## config.mk

```make
export PLATFORM = sky130hd
export DESIGN_NAME = gpio_input_debounce
export DESIGN_NICKNAME = d
export VERILOG_FILES = /design/src/rtl/gpio_debounce_chan.sv /design/src/rtl/gpio_input_debounce.sv
export SDC_FILE = /design/constraint.sdc
export NUM_CORES = 1
export LEC_CHECK = 0
export ABC_CLOCK_PERIOD_IN_PS = 9000
export CORE_MARGIN = 4
export CORE_UTILIZATION = 25
export DETAILED_ROUTE_END_ITERATION = 10
export GPL_ROUTABILITY_DRIVEN = 0
export HOLD_SLACK_MARGIN = 0.08
export PLACE_DENSITY = 0.42
export SLEW_MARGIN = 20
export SYNTH_ARGS = -nofsm -noshare
export SYNTH_HDL_FRONTEND = slang
export SYNTH_SLANG_ARGS = --single-unit
export TNS_END_PERCENT = 100
```

## constraint.sdc

```tcl
create_clock -name clock -period 9 [get_ports clock]
set_input_delay 2.25 -clock clock [delete_from_list [all_inputs] [get_ports clock]]
set_output_delay 2.25 -clock clock [all_outputs]
set_load 0.02 [all_outputs]
```

## src/rtl/gpio_debounce_chan.sv

```systemverilog
// One input channel: two-flop synchroniser, tick-driven debounce counter,
// registered edge pulses and a sticky pending flag.
module gpio_debounce_chan #(
    parameter int   DEBOUNCE_TICKS = 10,
    parameter int   CNT_W          = 5,
    parameter logic INIT           = 1'b0
) (
    input  logic clock,
    input  logic reset,
    input  logic pad_i,
    input  logic tick_i,
    input  logic irq_en_i,
    input  logic pend_clr_i,
    output logic gpio_o,
    output logic rise_o,
    output logic fall_o,
    output logic pending_o,
    output logic irq_d_o
);
    logic             sync1_q, sync2_q;
    logic             stable_q, stable_d;
    logic [CNT_W-1:0] cnt_q, cnt_d;
    logic             rise_q, fall_q;
    logic             pend_q, pend_d;

    // Any cycle where the synchronised pin agrees with the stable level
    // throws away accumulated progress, tick or not.
    always_comb begin
        stable_d = stable_q;
        cnt_d    = cnt_q;
        if (sync2_q == stable_q) begin
            cnt_d = '0;
        end else if (tick_i) begin
            if (cnt_q == CNT_W'(DEBOUNCE_TICKS - 1)) begin
                stable_d = sync2_q;
                cnt_d    = '0;
            end else begin
                cnt_d = cnt_q + 1'b1;
            end
        end
    end

    // Set dominates clear so an edge arriving with a clear is never lost.
    assign pend_d  = ((rise_q | fall_q) & irq_en_i) | (pend_q & ~pend_clr_i);
    assign irq_d_o = pend_d & irq_en_i;

    always_ff @(posedge clock or posedge reset) begin
        if (reset) begin
            sync1_q  <= INIT;
            sync2_q  <= INIT;
            stable_q <= INIT;
            cnt_q    <= '0;
            rise_q   <= 1'b0;
            fall_q   <= 1'b0;
            pend_q   <= 1'b0;
        end else begin
            sync1_q  <= pad_i;
            sync2_q  <= sync1_q;
            stable_q <= stable_d;
            cnt_q    <= cnt_d;
            rise_q   <= stable_d & ~stable_q;
            fall_q   <= ~stable_d & stable_q;
            pend_q   <= pend_d;
        end
    end

    assign gpio_o    = stable_q;
    assign rise_o    = rise_q;
    assign fall_o    = fall_q;
    assign pending_o = pend_q;
endmodule

```

## src/rtl/gpio_input_debounce.sv

```systemverilog
// Board-level GPIO input conditioner: shared debounce tick prescaler feeding
// WIDTH independent channels, plus a single level interrupt.
module gpio_input_debounce #(
    parameter int               WIDTH          = 8,
    parameter int               TICK_DIV       = 24000,
    parameter int               DEBOUNCE_TICKS = 10,
    parameter logic [WIDTH-1:0] INIT_VALUE     = '0
) (
    input  logic             clock,
    input  logic             reset,
    input  logic [WIDTH-1:0] pad_i,
    output logic [WIDTH-1:0] gpio_o,
    output logic [WIDTH-1:0] rise_o,
    output logic [WIDTH-1:0] fall_o,
    input  logic [WIDTH-1:0] irq_en_i,
    input  logic [WIDTH-1:0] pend_clr_i,
    output logic [WIDTH-1:0] pending_o,
    output logic             irq_o
);
    localparam int CNT_W = $clog2(DEBOUNCE_TICKS) + 1;
    localparam int PRE_W = $clog2(TICK_DIV) + 1;

    logic [PRE_W-1:0] pre_q, pre_d;
    logic             tick;
    logic [WIDTH-1:0] irq_d;
    logic             irq_q;

    assign tick  = (pre_q == PRE_W'(TICK_DIV - 1));
    assign pre_d = tick ? '0 : pre_q + 1'b1;

    // irq is taken from next-state pending so it tracks pending_o with no lag.
    always_ff @(posedge clock or posedge reset) begin
        if (reset) begin
            pre_q <= '0;
            irq_q <= 1'b0;
        end else begin
            pre_q <= pre_d;
            irq_q <= |irq_d;
        end
    end

    assign irq_o = irq_q;

    for (genvar i = 0; i < WIDTH; i++) begin : g_chan
        gpio_debounce_chan #(
            .DEBOUNCE_TICKS (DEBOUNCE_TICKS),
            .CNT_W          (CNT_W),
            .INIT           (INIT_VALUE[i])
        ) u_chan (
            .clock      (clock),
            .reset      (reset),
            .pad_i      (pad_i[i]),
            .tick_i     (tick),
            .irq_en_i   (irq_en_i[i]),
            .pend_clr_i (pend_clr_i[i]),
            .gpio_o     (gpio_o[i]),
            .rise_o     (rise_o[i]),
            .fall_o     (fall_o[i]),
            .pending_o  (pending_o[i]),
            .irq_d_o    (irq_d[i])
        );
    end
endmodule

```

==> flow_metrics.env, run 1 <==
export IMPL_timing_hold_worst_class="register to register"
export IMPL_ys_seq_elements=105
export IMPL_die_x_um=148.7
export IMPL_synth_edff_count=0
export IMPL_finalWirelength_mm=9.577
export IMPL_clk_insertion_delay_late_ns=0.35
export IMPL_timing_critical_path_cells="clkdlybuf4s50_1"
export IMPL_tightest_slew_ns=0.8976
export IMPL_worst_setup_hold_path_clk_slew_ns=0.07
export IMPL_path_buf_inv=1
export IMPL_finalCoreUtilization_pct=30.38
export IMPL_cts_buffers=9
export IMPL_grt_start_max_net_pins=72
export IMPL_post_synth_main_area_contributors="dfrtp_1 (53%), buf_4 (4.9%), ha_1 (4.3%)"
export IMPL_grt_overflow=0
export IMPL_clk_sinks=105
export IMPL_nNetsFinal=520
export IMPL_cts_setup_buffers=0
export IMPL_average_wire_length_per_cell_after_detail_routing_um=12.82
export IMPL_syn2layout_area_growth_pct=19.53
export IMPL_worst_r2r_endpoint="g_chan[7].u_chan.cnt_q[4]"
export IMPL_floorplan_die_area_um2=22100
export IMPL_number_of_i_o_port_buffers=58
export IMPL_reg2regPathDepth=5
export IMPL_drt_drc_violations_left=0
export IMPL_timing_max_slew_rel_slack_pct=40.16
export IMPL_hold_viol_final=0
export IMPL_vias=3297
export IMPL_cap_violations=0
export IMPL_grt_setup_unrepaired="false"
export IMPL_fraction_of_layout_instances_using_a_drive_strength_above_1_pct=10.58
export IMPL_number_of_buffers_added_to_fix_hold_violations_after_cts=0
export IMPL_ctsHtreeMaxLevel=3
export IMPL_chipHeight_um=148.7
export IMPL_worst_path_arrival_time_ns=1.41
export IMPL_cts_tree="yes"
export IMPL_antenna_diode_count=0
export IMPL_worstHoldEndpoint="g_chan[1].u_chan.sync2_q"
export IMPL_syn_cell_area_um2=4946
export IMPL_ys_warnings_count=0
export IMPL_detail_route_first_pass_iterations=4
export IMPL_max_stage_delay_ns=0.64
export IMPL_power_per_cell_area_nw_per_um2=152.7
export IMPL_cpMaxStageDelayCell="clkdlybuf4s50_1"
export IMPL_dp_final_hpwl_mm=6.585
export IMPL_synthesis_instances=446
export IMPL_post_route_min_period_ns=3.660
export IMPL_fin_total_pwr_mw=0.9028
export IMPL_crit_required_ns=6.75
export IMPL_run_status="complete, no violations"
export IMPL_power_static_leakage_nw=2.369
export IMPL_first_global_vias=3184
export IMPL_synth_seq_area_share_pct=53.12
export IMPL_timing_critical_path_max_delay_family="buffers and inverters"
export IMPL_track_usage_pct=9.159
export IMPL_synth_net_count=489
export IMPL_cts_root_buffer="clkbuf_16"
export IMPL_worstHoldStart="g_chan[1].u_chan.sync1_q"
export IMPL_timing_critical_path_from_type="register"
export IMPL_drt_met1_wl_mm=4.542
export IMPL_fin_setup_tns_ns=0
export IMPL_timing_fmax_mhz=273.2
export IMPL_worst_setup_path_type="register to output pin"
export IMPL_synthesis_area_per_instance_um2=11.09
export IMPL_placed_cells_incl_taps=731
export IMPL_count_leader_synth="dfrtp_1"
export IMPL_timing_final_setup_violations=0
export IMPL_ys_flop_type="dfrtp_1"
export IMPL_met2_routed_wirelength_mm=4.704
export IMPL_coreArea_um2=19460
export IMPL_io_pins=59
export IMPL_clockBufferDepth=2
export IMPL_post_route_period_util_pct=40.67
export IMPL_final_instance_count_excl_fill=747
export IMPL_async_flop_share_pct=100.0
export IMPL_antenna_violating_nets_post_route=0
export IMPL_cts_repair_resized=0
export IMPL_timing_final_max_slew_violations=0
export IMPL_route_met3_wl_um=206
export IMPL_hold_path_cell_count=0
export IMPL_top_signal_layer_used="met4"
export IMPL_core_rowCount=51
export IMPL_synth_largest_type_area_fraction_pct=53.12
export IMPL_antenna_found_initial=0
export IMPL_synth_largest_area_cell="dfrtp_1"
export IMPL_synth_distinct_cells=37
export IMPL_clock_skew_final_ns=0.007637
export IMPL_initialDrtViolationCount=172
export IMPL_timing_reg2reg_setup_slack_ns=6.42
export IMPL_grt_pass1_wl_mm=16.08
export IMPL_ir_worst_vdd_uv=86.44
export IMPL_crit_path_end_kind="output pin"
export IMPL_detail_route_vias_per_cell=4.414
export IMPL_timing_rr_start="pre_q[13]"
export IMPL_crit_fanout=5
export IMPL_synth_commonest_cells="dfrtp_1 (105), buf_4 (32), nand2_1 (30)"
export IMPL_initial_core_util_pct=25.41
[worst max path at each step]
| stage | start | endpoint | cells past startpoint |
|---|---|---|---|
| floorplan | reset | g_chan[0].u_chan.cnt_q[0] | 1 |
| finish | g_chan[4].u_chan.gpio_o | gpio_o[4] | 1 |
| global placement | reset | g_chan[6].u_chan.sync2_q | 3 |
| detailed placement | reset | g_chan[6].u_chan.sync1_q | 3 |
| CTS | g_chan[4].u_chan.gpio_o | gpio_o[4] | 1 |
| global route | reset | g_chan[1].u_chan.gpio_o | 3 |
[cell type report]
cell class | count | area [µm²]
Clock buffer | 9 | 225.2
Multi-Input combinational cell | 274 | 1947
Sequential cell | 105 | 2628
Tap cell | 265 | 331.6
Fill cell | 1965 | 13550
Timing Repair Buffer | 61 | 603.1
Clock inverter | 7 | 77.57
Inverter | 26 | 100.1
[through the flow]
step	instance area (µm²)	hold slack [ns]	setup WS (ns)
final	5912	0.3498	5.340
after global routing	5912	0.3558	5.156
after CTS	5912	0.3527	5.306
after detailed placement	5609	0.3358	4.963
after global placement	5609	0.3348	4.969
after floorplan	4946	0.3312	3.989
[cells by family after synthesis]
family	Yosys count	share of synthesized area (%)
adders and majority gates	17	4.300
DFF	105	53.12
muxes	16	3.643
AOI/OAI and AO/OA	77	9.841
buffers and inverters	67	7.640
xor gates and xnor gates	21	3.719
and+or+nand+nor	143	17.73
[sequential cells by signal, summed over array words and instances (netlist names)]
register	flops
g_chan.u_chan.gpio_o	8
g_chan.u_chan.sync2_q	8
pre_q	16
g_chan.u_chan.sync1_q	8
g_chan.u_chan.pending_o	8
irq_o	1
g_chan.u_chan.rise_o	8
g_chan.u_chan.fall_o	8
g_chan.u_chan.cnt_q	40
[metal layers]
metal | track usage (%) | vias to the layer above
met1 | 11.92 | 1646
met3 | 2.468 | 7
li1 | - | 1622
met5 | 0 | -
met4 | 3.603 | 0
met2 | 14.55 | 22
[power by group]
part | leakage [nW] | internal [mW] | total (mW) | switching, mW
Sequential | 1.42 | 0.475 | 0.477 | 0.00222
Combinational | 0.806 | 0.0119 | 0.0268 | 0.0148
Clock | 0.147 | 0.219 | 0.399 | 0.180
Total | 2.37 | 0.706 | 0.903 | 0.197
[layout by cell type, fill, tap and decap left out, types with 2 or more instances in the layout]
| cell type | netlist | routed |
|---|---|---|
| xor2_1 | 7 | 7 |
| or3_1 | 16 | 16 |
| nor4bb_1 | 8 | 8 |
| nand2_1 | 30 | 30 |
| clkbuf_16 | 0 | 9 |
| a31o_2 | 8 | 8 |
| clkdlybuf4s50_1 | 0 | 58 |
| xnor2_1 | 14 | 14 |
| a311oi_1 | 8 | 8 |
| nand3_1 | 9 | 9 |
| nor4_1 | 4 | 3 |
| mux2_2 | 16 | 16 |
| inv_1 | 26 | 25 |
| buf_4 | 32 | 3 |
| nand4_1 | 11 | 11 |
| nor2b_1 | 9 | 9 |
| or4_1 | 8 | 8 |
| nor2_1 | 21 | 21 |
| dfrtp_1 | 105 | 105 |
| nor3_1 | 2 | 2 |
| a41oi_1 | 8 | 8 |
| o21ai_0 | 25 | 25 |
| a222oi_1 | 2 | 2 |
| inv_6 | 0 | 3 |
| nor3b_1 | 16 | 16 |
| a21oi_1 | 25 | 25 |
| ha_1 | 17 | 17 |
Note: power is estimated with default switching activity, not from simulation.
==> run 2: changes to the inputs <==
--- a/config.mk
+++ b/config.mk
@@ -5,7 +5,7 @@
 export SDC_FILE = /design/constraint.sdc
 export NUM_CORES = 1
 export LEC_CHECK = 0
-export ABC_CLOCK_PERIOD_IN_PS = 9000
+export ABC_CLOCK_PERIOD_IN_PS = 3800
 export CORE_MARGIN = 4
 export CORE_UTILIZATION = 25
 export DETAILED_ROUTE_END_ITERATION = 10
==> constraint.sdc (replaced) <==
create_clock -name clock -period 3.8 [get_ports clock]
set_input_delay 0.95 -clock clock [delete_from_list [all_inputs] [get_ports clock]]
set_output_delay 0.95 -clock clock [all_outputs]
set_load 0.02 [all_outputs]
==> run 2 against run 1 <==
Net effect:
- via count is 0.85% lower
- count of clock-buffer cells in the layout increased by 1
- core utilization about the same
- first-iteration DRC count decreased by 8.1%
- combinational power grew 140%
- hold slack gained 0.0013 ns
- die area unchanged
- sequential cell count is the same
- critical path type is now register to register
==> flow_metrics.env, run 2 (synthesized netlist as in run 1, its figures left out) <==
export IMPL_worst_setup_path_type="register to register"
export IMPL_ctsHtreeMaxLevel=3
export IMPL_multiInputGateArea_um2=1947
export IMPL_syn2layout_area_growth_pct=19.71
export IMPL_timing_max_slew_rel_slack_pct=44.89
export IMPL_worst_setup_hold_path_clk_slew_ns=0.08
export IMPL_sw_frac_of_total_pct=22.87
export IMPL_antenna_violating_nets_post_route=0
export IMPL_number_of_i_o_port_buffers=58
export IMPL_clockBufferDepth=2
export IMPL_die_x_um=148.7
export IMPL_first_global_vias=3227
export IMPL_mostFrequentLayoutCell="dfrtp_1"
export IMPL_crit_required_ns=4.03
export IMPL_cts_tree="yes"
export IMPL_fin_setup_tns_ns=0
export IMPL_cts_root_buffer="clkbuf_16"
export IMPL_finalWirelength_mm=9.535
export IMPL_number_of_buffers_added_to_fix_hold_violations_after_cts=0
export IMPL_worst_r2r_endpoint="g_chan[7].u_chan.cnt_q[4]"
export IMPL_average_wire_length_per_cell_after_detail_routing_um=12.76
export IMPL_power_frac_comb_pct=3.1
export IMPL_ir_worst_vdd_uv=257.0
export IMPL_cap_violations=0
export IMPL_detail_route_first_pass_iterations=4
export IMPL_placed_cell_area_um2=5634
export IMPL_path_buf_inv=1
export IMPL_fillers=1974
export IMPL_timing_reg2reg_setup_slack_ns=1.40
export IMPL_worstHoldStart="g_chan[5].u_chan.sync1_q"
export IMPL_run_status="complete, no violations"
export IMPL_coreArea_um2=19460
export IMPL_combined_flip_flop_and_latch_cell_area_um2=2628
export IMPL_post_route_min_period_ns=2.404
export IMPL_drt_drc_violations_left=0
export IMPL_dp_final_hpwl_mm=6.558
export IMPL_vias=3269
export IMPL_grt_overflow=0
export IMPL_highest_count_cells_in_the_layout_ignoring_fill_and_taps="dfrtp_1 (105), clkdlybuf4s50_1 (58), nand2_1 (30)"
export IMPL_timing_critical_path_max_delay_family="simple AND/OR/NAND/NOR gates"
export IMPL_fraction_of_layout_instances_using_a_drive_strength_above_1_pct=10.37
export IMPL_timing_hold_worst_class="register to register"
export IMPL_timing_rr_start="pre_q[13]"
export IMPL_biggestRegsByFlops="g_chan.u_chan.cnt_q (40), pre_q (16)"
export IMPL_detail_route_vias_per_cell=4.376
export IMPL_crit_fanout=22
export IMPL_timing_fmax_mhz=415.9
export IMPL_antenna_found_initial=0
export IMPL_initialDrtViolationCount=158
export IMPL_cpMaxStageDelayCell="nor4_4"
export IMPL_initial_core_util_pct=25.41
export IMPL_track_usage_pct=9.223
export IMPL_hold_viol_final=0
export IMPL_post_route_period_util_pct=63.28
export IMPL_power_switching_mw=0.4793
export IMPL_timing_final_setup_violations=0
export IMPL_clk_insertion_delay_late_ns=0.35
export IMPL_power_report_internal_total_mw=1.616
export IMPL_tightest_slew_ns=0.8204
export IMPL_io_pins=59
export IMPL_nNetsFinal=520
export IMPL_chipHeight_um=148.7
export IMPL_largest_register_ff_count=40
export IMPL_hold_path_cell_count=0
export IMPL_largest_register="g_chan.u_chan.cnt_q"
export IMPL_max_stage_delay_ns=0.71
export IMPL_antenna_diode_count=0
export IMPL_worst_path_arrival_time_ns=2.64
export IMPL_core_rowCount=51
export IMPL_timing_critical_path_cells="or3b_2, nor4_4, buf_12, nand4_1, mux2_2"
export IMPL_cts_buffers=9
export IMPL_power_per_cell_area_nw_per_um2=353.9
export IMPL_clockPowerShare_pct=43.0
export IMPL_clock_skew_final_ns=0.008344
export IMPL_worst_setup_startpoint="pre_q[13]"
export IMPL_timing_critical_path_from_type="register"
export IMPL_power_sequential_fraction_pct=53.9
export IMPL_grt_setup_unrepaired="false"
export IMPL_grt_pass1_wl_mm=16.22
export IMPL_whs_ns=0.3511
export IMPL_cts_repair_resized=0
export IMPL_fin_area_um2=5921
export IMPL_floorplan_die_area_um2=22100
export IMPL_cts_setup_buffers=0
export IMPL_reg2regPathDepth=5
export IMPL_grt_start_max_net_pins=64
export IMPL_clk_sinks=105
export IMPL_worstHoldEndpoint="g_chan[5].u_chan.sync2_q"
export IMPL_timing_final_max_slew_violations=0
export IMPL_power_static_leakage_nw=2.371
export IMPL_crit_path_end_kind="register"
run 2: changes by cell type in the layout (fill, tap and decap cells not counted), sizes merged:
cell,before,now
clkinvlp,1,0
bufinv,1,0
clkbuf,9,10
inv,29,30
run 2: per-layer routing:
metal	routed length (µm)	up-vias	global-route usage, %
met4	156	0	4.065
met3	344	9	2.498
met1	4407	1590	11.81
li1	-	1627	-
met2	4627	43	14.66
met5	0	-	0
run 2: cell type report:
cell class	instances	share of cell area, %
flip-flops and latches	105	44.38
inverters	26	1.691
well taps	265	5.600
repair buffers	61	10.61
clock buffers	10	3.867
clock inverters	6	0.9721
multi-input cells	274	32.88
run 2: worst max-delay path by stage:
| stage | cells past startpoint | endpoint |
|---|---|---|
| 6_report | 5 | g_chan[7].u_chan.cnt_q[4] |
| 5_1_grt | 6 | g_chan[6].u_chan.cnt_q[3] |
| 4_1_cts | 5 | g_chan[4].u_chan.cnt_q[4] |
| 3_5_place_dp | 5 | irq_o |
| 3_3_place_gp | 5 | irq_o |
| 2_1_floorplan | 1 | g_chan[0].u_chan.cnt_q[0] |
run 2: power groups by stage:
stage | clock (mW) | sequential [mW] | combinational [mW]
finish | 0.900 | 1.13 | 0.0647
global route | 0.996 | 1.13 | 0.0745
CTS | 0.945 | 1.13 | 0.0687
detailed placement | 0 | 1.15 | 0.0686
global placement | 0 | 1.15 | 0.0686
floorplan | 0 | 1.15 | 0.0271
run 2: worst reg2reg max path: cells and delay by family, from the launching register on:
kind	cells	cell delay, ns
multiplexers	1	0.28
buffers and inverters	1	0.25
flip-flops	1	0.42
AND/OR/NAND/NOR	3	1.35
run 2: per-stage QoR:
step                setup WS (ns)  util, %  instances  power [mW]
finish                      1.396    30.42        747       2.095
global route                1.186    30.42        747       2.202
CTS                         1.372    30.42        747       2.144
detailed placement          1.157    28.95        731       1.221
global placement            1.231    28.95        731       1.221
floorplan                 0.08946        -        446       1.179
